===== config.mk =====
export PLATFORM = sky130hd
export DESIGN_NAME = soml_metric_ctrl
export DESIGN_NICKNAME = d
export VERILOG_FILES = /design/src/rtl/soml_pkg.sv /design/src/rtl/soml_min_track.sv /design/src/rtl/soml_metric_ctrl.sv
export SDC_FILE = /design/constraint.sdc
export NUM_CORES = 1
export LEC_CHECK = 0
export CAP_MARGIN = 20
export CELL_PAD_IN_SITES_DETAIL_PLACEMENT = 1
export CELL_PAD_IN_SITES_GLOBAL_PLACEMENT = 1
export CORE_AREA = 2 2 231 233
export DETAILED_ROUTE_END_ITERATION = 10
export DIE_AREA = 0 0 233 235
export MAX_ROUTING_LAYER = met4
export PLACE_DENSITY = 0.74
export SYNTH_ARGS = -nofsm -noshare
export SYNTH_HDL_FRONTEND = slang
export SYNTH_SLANG_ARGS = --single-unit
export TNS_END_PERCENT = 100

===== constraint.sdc =====
create_clock -name clk -period 7.8 [get_ports clk]
set_clock_uncertainty 0.1 [all_clocks]
set_input_delay 2.34 -clock clk [delete_from_list [all_inputs] [get_ports clk]]
set_output_delay 2.34 -clock clk [all_outputs]
set_load 0.005 [all_outputs]

===== src/rtl/soml_pkg.sv =====
// Shared constants and types for the SOML metric controller and its min tracker.
package soml_pkg;
  localparam int DW    = 16;
  localparam int LANES = 4;
  localparam int NRES  = 2;
  localparam int LAT   = 3;
  localparam int FRAME = 16;
  localparam int IDXW  = 4;
  localparam int FRAC  = 8;
  localparam int CW    = $clog2(NRES + LAT);
  localparam int WI    = (NRES > 1) ? $clog2(NRES) : 1;

  localparam logic [DW-1:0] SAT_MAX = 16'h7FFF;
  localparam logic [DW-1:0] SAT_MIN = 16'h8000;

  localparam logic [1:0] IDLE = 2'd0;
  localparam logic [1:0] RUN  = 2'd1;
  localparam logic [1:0] HOLD = 2'd2;

  typedef struct packed {
    logic [DW*LANES-1:0] c0r;
    logic [DW*LANES-1:0] c0i;
    logic [DW*LANES-1:0] c1r;
    logic [DW*LANES-1:0] c1i;
  } cand_t;
endpackage


===== src/rtl/soml_min_track.sv =====
// Saturating per-candidate metric sum, running frame minimum and candidate index.
module soml_min_track import soml_pkg::*; (
  input  logic                     clk,
  input  logic                     rst,
  input  logic                     upd,
  input  logic [NRES-1:0][DW-1:0]  words,
  output logic [IDXW-1:0]          idx,
  output logic                     frame_done,
  output logic [DW-1:0]            min_val,
  output logic [IDXW-1:0]          min_idx
);
  localparam int SW = DW + $clog2(NRES) + 1;
  localparam logic signed [SW-1:0] HI = SW'(32'sd32767);
  localparam logic signed [SW-1:0] LO = SW'(-32'sd32768);

  logic signed [SW-1:0] acc;
  logic [DW-1:0]        sum;
  logic                 last;

  always_comb begin
    acc = '0;
    for (int k = 0; k < NRES; k++) acc = acc + SW'($signed(words[k]));
    if (acc > HI)      sum = SAT_MAX;
    else if (acc < LO) sum = SAT_MIN;
    else               sum = acc[DW-1:0];
  end

  assign last = (idx == IDXW'(FRAME-1));

  // Index holds at FRAME-1 through the frame_done cycle so min_idx stays meaningful there.
  always_ff @(posedge clk or negedge rst) begin
    if (!rst) begin
      idx        <= '0;
      frame_done <= 1'b0;
      min_val    <= SAT_MAX;
      min_idx    <= '0;
    end else begin
      frame_done <= upd && last;
      if (frame_done) begin
        min_val <= SAT_MAX;
        min_idx <= '0;
        idx     <= '0;
      end else if (upd) begin
        if ($signed(sum) < $signed(min_val)) begin
          min_val <= sum;
          min_idx <= idx;
        end
        if (!last) idx <= idx + 1'b1;
      end
    end
  end
endmodule


===== src/rtl/soml_metric_ctrl.sv =====
// Candidate feeder / result collector for the SOML Y-projection metric datapath.
module soml_metric_ctrl import soml_pkg::*; (
  input  logic                 clk,
  input  logic                 rst,
  input  logic                 in_valid,
  output logic                 in_ready,
  input  logic [DW*LANES-1:0]  in_col0_r,
  input  logic [DW*LANES-1:0]  in_col0_i,
  input  logic [DW*LANES-1:0]  in_col1_r,
  input  logic [DW*LANES-1:0]  in_col1_i,
  output logic                 dp_start,
  output logic [DW*LANES-1:0]  dp_col0_r,
  output logic [DW*LANES-1:0]  dp_col0_i,
  output logic [DW*LANES-1:0]  dp_col1_r,
  output logic [DW*LANES-1:0]  dp_col1_i,
  input  logic [DW-1:0]        dp_out_r,
  output logic                 res_valid,
  input  logic                 res_ready,
  output logic [NRES*DW-1:0]   res_data,
  output logic [IDXW-1:0]      res_idx,
  output logic                 frame_done,
  output logic [DW-1:0]        min_val,
  output logic [IDXW-1:0]      min_idx
);
  logic [1:0]               state;
  logic [CW-1:0]            cnt;
  cand_t                    col;
  logic [NRES-1:0][DW-1:0]  res_w;
  logic [WI-1:0]            widx;

  assign in_ready  = (state == IDLE);
  assign res_valid = (state == HOLD);
  // Exactly NRES start cycles per candidate keep the datapath phase sequencer aligned.
  assign dp_start  = (state == RUN) && (cnt < CW'(NRES));
  assign widx      = WI'(cnt - CW'(LAT));

  assign dp_col0_r = col.c0r;
  assign dp_col0_i = col.c0i;
  assign dp_col1_r = col.c1r;
  assign dp_col1_i = col.c1i;
  assign res_data  = res_w;

  always_ff @(posedge clk or negedge rst) begin
    if (!rst) begin
      state <= IDLE;
      cnt   <= '0;
      col   <= '0;
      res_w <= '0;
    end else begin
      case (state)
        IDLE: if (in_valid) begin
          col   <= '{c0r: in_col0_r, c0i: in_col0_i, c1r: in_col1_r, c1i: in_col1_i};
          cnt   <= '0;
          state <= RUN;
        end
        RUN: begin
          cnt <= cnt + 1'b1;
          if (cnt >= CW'(LAT)) res_w[widx] <= dp_out_r;
          if (cnt == CW'(NRES+LAT-1)) state <= HOLD;
        end
        HOLD: if (res_ready) state <= IDLE;
        default: state <= IDLE;
      endcase
    end
  end

  soml_min_track u_min (
    .clk        (clk),
    .rst        (rst),
    .upd        (res_valid && res_ready),
    .words      (res_w),
    .idx        (res_idx),
    .frame_done (frame_done),
    .min_val    (min_val),
    .min_idx    (min_idx)
  );
endmodule


==> results.txt <==
* Maximum buffer depth of the clock tree: 3
- In this run the most critical hold path is launched from dp_col1_r[23]$_DFFE_PN0P_.
* Cell depth of the worst min-delay path: 1
- Crit path required time: 8.16 ns
* Number of buffers inserted for hold repair after clock tree synthesis: 0
* Critical R2R Launch: res_data[0]$_DFFE_PN0P_
* Clk root buf: clkbuf_16
- Worst path setup slack after routing: around 2.7 ns
* Vertical die dimension: 235 um
- Avg WL per Cell: between 20 and 25 um
- Skew-Pair Late Insertion Delay: roughly 0.54 ns
- Post-synth ARST share: 100%
- The worst setup path is captured at a register.
- Wires add up to between 50000 and 60000 um.
* Share of final-layout standard cells stronger than drive strength 1: between 20 and 25%
* Total of fill cells in the finished design: about 5400
- Initial standard-cell utilization of the core: 25.7%
- Register bit total from synthesis: about 320
* Worst IR drop on VDD: 224 uV
- In this run the remaining antenna-violating nets after routing total 0.
- Across the whole layout, storage elements account for approximately 8000 um2.
- Count of routing violations after the opening detailed-route iteration: between 300 and 400
- The routed design could run at a clock period as short as 5.15 ns.
* Post-Place Worst Slack: around 2.6 ns
- Number of buffers inserted to repair setup after CTS: 0
- The largest individual stage delay along the critical path comes from the cell o31ai_2.
- Number of gates resized after cts: 0
* Clock-pin slew on the worst setup and hold paths: ~0.050 ns
* Worst flop-to-flop path endpoint: u_min.min_val[14]$_DFFE_PN1P_
- Final nets: ~1900
- The share of the Yosys chip area taken by registers is ~60%.
- Worst reg-to-reg setup slack: approximately 2.7 ns
- During synthesis, Yosys emitted a total of 0 warnings.
- Cells after Synth: between 900 and 1000
- Power spread over the standard cell area amounts to 460 nW/um2.
- Area overhead of the layout relative to synthesis: 59.3%
* Number of global-route vias before repair: 11866
- Startpoint Class: register
* Gate family responsible for the most delay along the worst path: compound AO/OA/AOI/OAI gates
- Synth Net Count: between 1000 and 1500
- Remaining Overflow, GRT: 0
- The critical path goes through ha_1 -> inv_1 -> fa_1 -> nor2b_1 -> o31a_1 -> o21ai_1 -> o21ai_1 -> o31ai_2 -> o21ai_0 -> ha_1 -> a21oi_1 -> o21ai_0 -> a221o_1 -> a211oi_2 -> a22o_1 -> a31o_4 -> nor2_4 -> o31a_1.
* CTS buffer count: 39
* CTS sink cnt: around 320
* Fmax: 194 MHz
- Total area of multi-input combinational cells: between 5000 and 6000 um2
- Via count of the routed design: between 10000 and 15000
* Number of hold violations in the final report: 0
* Critical path's largest stage delay: slightly above 0.6 ns
- Counting distinct cell types in the post-synthesis netlist gives 66.
- Maximum number of pins on one net before global-route repair: roughly 160
- Post-detailed-route DRC marker count: 0
- Tcrit/Tclk final: approximately two thirds
- The critical path in this run is classified as reg -> reg.
* GP Congestion: ~0.85
- The wire-length estimate of the detail-placed layout is 38800 um.
- Min-Delay Endpoint: dp_col1_r[23]$_DFFE_PN0P_
* Number of enable-type register cells in the synthesized netlist: 0
- Run status: completed
* Worst relative slew slack: 27.9%
- In this run the horizontal extent of the chip is roughly 230 um.
- Arrival time of the worst setup path: 5.50 ns
* RSZ-0062 raised after global routing: no
- Overall track demand over capacity in global routing: 18.9%
- Fin Setup TNS: 0 ns
* Total number of placement rows: 84
- In this run the tool buffered the top-level ports with about 590 buffer cells.
- The initial antenna violation count was 5.
- In this run the worst path has a maximum fanout of 14.
- After synthesis, the mean cell area works out to roughly 14 um2.
- The floorplan step defined a die boundary enclosing 54800 um2.
* Number of pins with negative max-slew slack in the final report: 0
- Most used DFF post-synth: dfrtp_1
* Netlist Area Pre-Place: about 13000 um2
- The min-delay analysis places its worst path in the category reg -> reg.
* Maximum capacitance violations: 0
- The H-tree was split into 2 levels.
- Wire length of the first global-routing pass: about 76000 um
* Buffer and inverter count on the worst path: 1
* Number of failing setup endpoints in the final timing report: 0
* Total I/O pin count: just under 600
- Drt pass-1 iters: 4
- Leakage component of the power: between 8 and 9 nW
- Post-Route Hold Slack: between 0.4 and 0.5 ns
- Clock tree from TritonCTS: done
- Using the TritonRoute via totals, the vias-per-cell ratio works out to around 4.6.
* Measured slew at the worst slew-check pin: about 1.1 ns
- Number of cells traversed by the worst register-to-register path: 18
- The core region is 52200 um2.
Yosys cell counts, drive strengths merged, types with 2 or more instances:
cell type,n,area share (%)
o31a,8,0.52
a211oi,4,0.26
nor4,7,0.51
clkbuf,37,1.0
inv,25,0.70
nand3b,2,0.11
a31o,2,0.20
a311oi,3,0.24
nor2b,3,0.14
nor3,5,0.19
nor3b,2,0.11
nand2b,3,0.14
o211ai,5,0.32
or3,2,0.093
and3,3,0.14
nor2,16,0.50
dfrtp,303,56
o21a,5,0.28
and4,2,0.13
a31oi,4,0.30
a41oi,6,0.39
ha,35,3.3
xnor2,8,0.52
nand4,11,0.51
a21o,5,0.28
buf,5,0.22
and2,4,0.19
a22o,2,0.13
nand3,11,0.41
dfstp,15,2.9
xor2,4,0.26
mux2,286,24
nand2,32,0.91
a21oi,29,1.1
o21ai,34,1.3
logic make-up after synthesis:
group,count (synthesis),synth area share (%)
DFF,318,59.3
muxes,287,24.0
AOI/OAI and AO/OA,120,6.28
and+or+nand+nor,106,4.26
buffers and inverters,67,1.95
adders and majority gates,36,3.40
xor gates and xnor gates,12,0.781
metrics by stage:
stage	cells	area [um2]	util, %	power (mW)
3_5_place_dp	2192	20200	38.6	8.13
4_1_cts	2256	21400	41.0	9.99
6_report	2261	21400	41.0	9.86
2_1_floorplan	946	13500	-	5.31
3_3_place_gp	2192	20200	38.6	7.97
5_1_grt	2260	21400	41.0	10.5
layout make-up:
cell class                      instances  share of cell area (%)
Clock inverter                          9                   0.450
Sequential cell                       318                    37.2
Multi-Input combinational cell        561                    24.4
Antenna cell                            4                  0.0467
Tap cell                              688                    4.02
Timing Repair Buffer                  601                    28.2
Clock buffer                           55                    5.22
Inverter                               25                   0.438
flip-flops by register name, indices dropped and copies added, names as in the netlist:
name and cells:
u_min.idx 4, cnt 3, dp_col1_i 64, dp_col1_r 64, u_min.min_val 16, dp_col0_r 64, res_data 32, u_min.min_idx 4
state 2, dp_col0_i 64, u_min.frame_done 1
worst max path at each step:
stage / start / to / slack, ns / cells after the start
after floorplan: res_data[0]$_DFFE_PN0P_ / u_min.min_val[3]$_DFFE_PN1P_ / 3.17 / 21
after global placement: res_ready / u_min.min_val[12]$_DFFE_PN1P_ / 2.75 / 9
after detailed placement: res_ready / u_min.min_val[14]$_DFFE_PN1P_ / 2.64 / 9
after CTS: res_data[0]$_DFFE_PN0P_ / u_min.min_val[14]$_DFFE_PN1P_ / 2.63 / 18
after global routing: res_data[0]$_DFFE_PN0P_ / u_min.min_val[14]$_DFFE_PN1P_ / 2.26 / 18
final: res_data[0]$_DFFE_PN0P_ / u_min.min_val[14]$_DFFE_PN1P_ / 2.65 / 18
report_power, final:
group | total [mW] | switching (mW) | internal (mW)
combinational | 5.10 | 2.21 | 2.89
sequential | 3.00 | 0.504 | 2.50
clock | 1.76 | 0.728 | 1.03
total | 9.86 | 3.45 | 6.42
placed cells by master, fill, tap and decap left out, types with 5 or more instances in the layout:
cell type,count
o21a_1,5
nor2_1,15
o21ai_1,15
clkdlybuf4s50_1,590
nand4_1,11
nand2_1,31
o21ai_0,17
inv_1,25
mux2_2,286
a21oi_1,27
clkbuf_16,41
xnor2_1,8
o31a_1,8
clkbuf_1,10
ha_1,35
nand3_1,11
a21o_1,5
a41oi_1,6
dfrtp_1,303
dfstp_2,15
buf_4,6
metal layers:
| metal | vias to the layer above | global-route usage, % | part of all wire (%) |
|---|---|---|---|
| met5 | - | - | 0 |
| met2 | 347 | 33.3 | 53 |
| met4 | 0 | 4.63 | 2.0 |
| met1 | 5275 | 20.1 | 37 |
| met3 | 68 | 6.71 | 8.4 |
| li1 | 4616 | - | - |
Note: power is estimated with default switching activity, not from simulation.
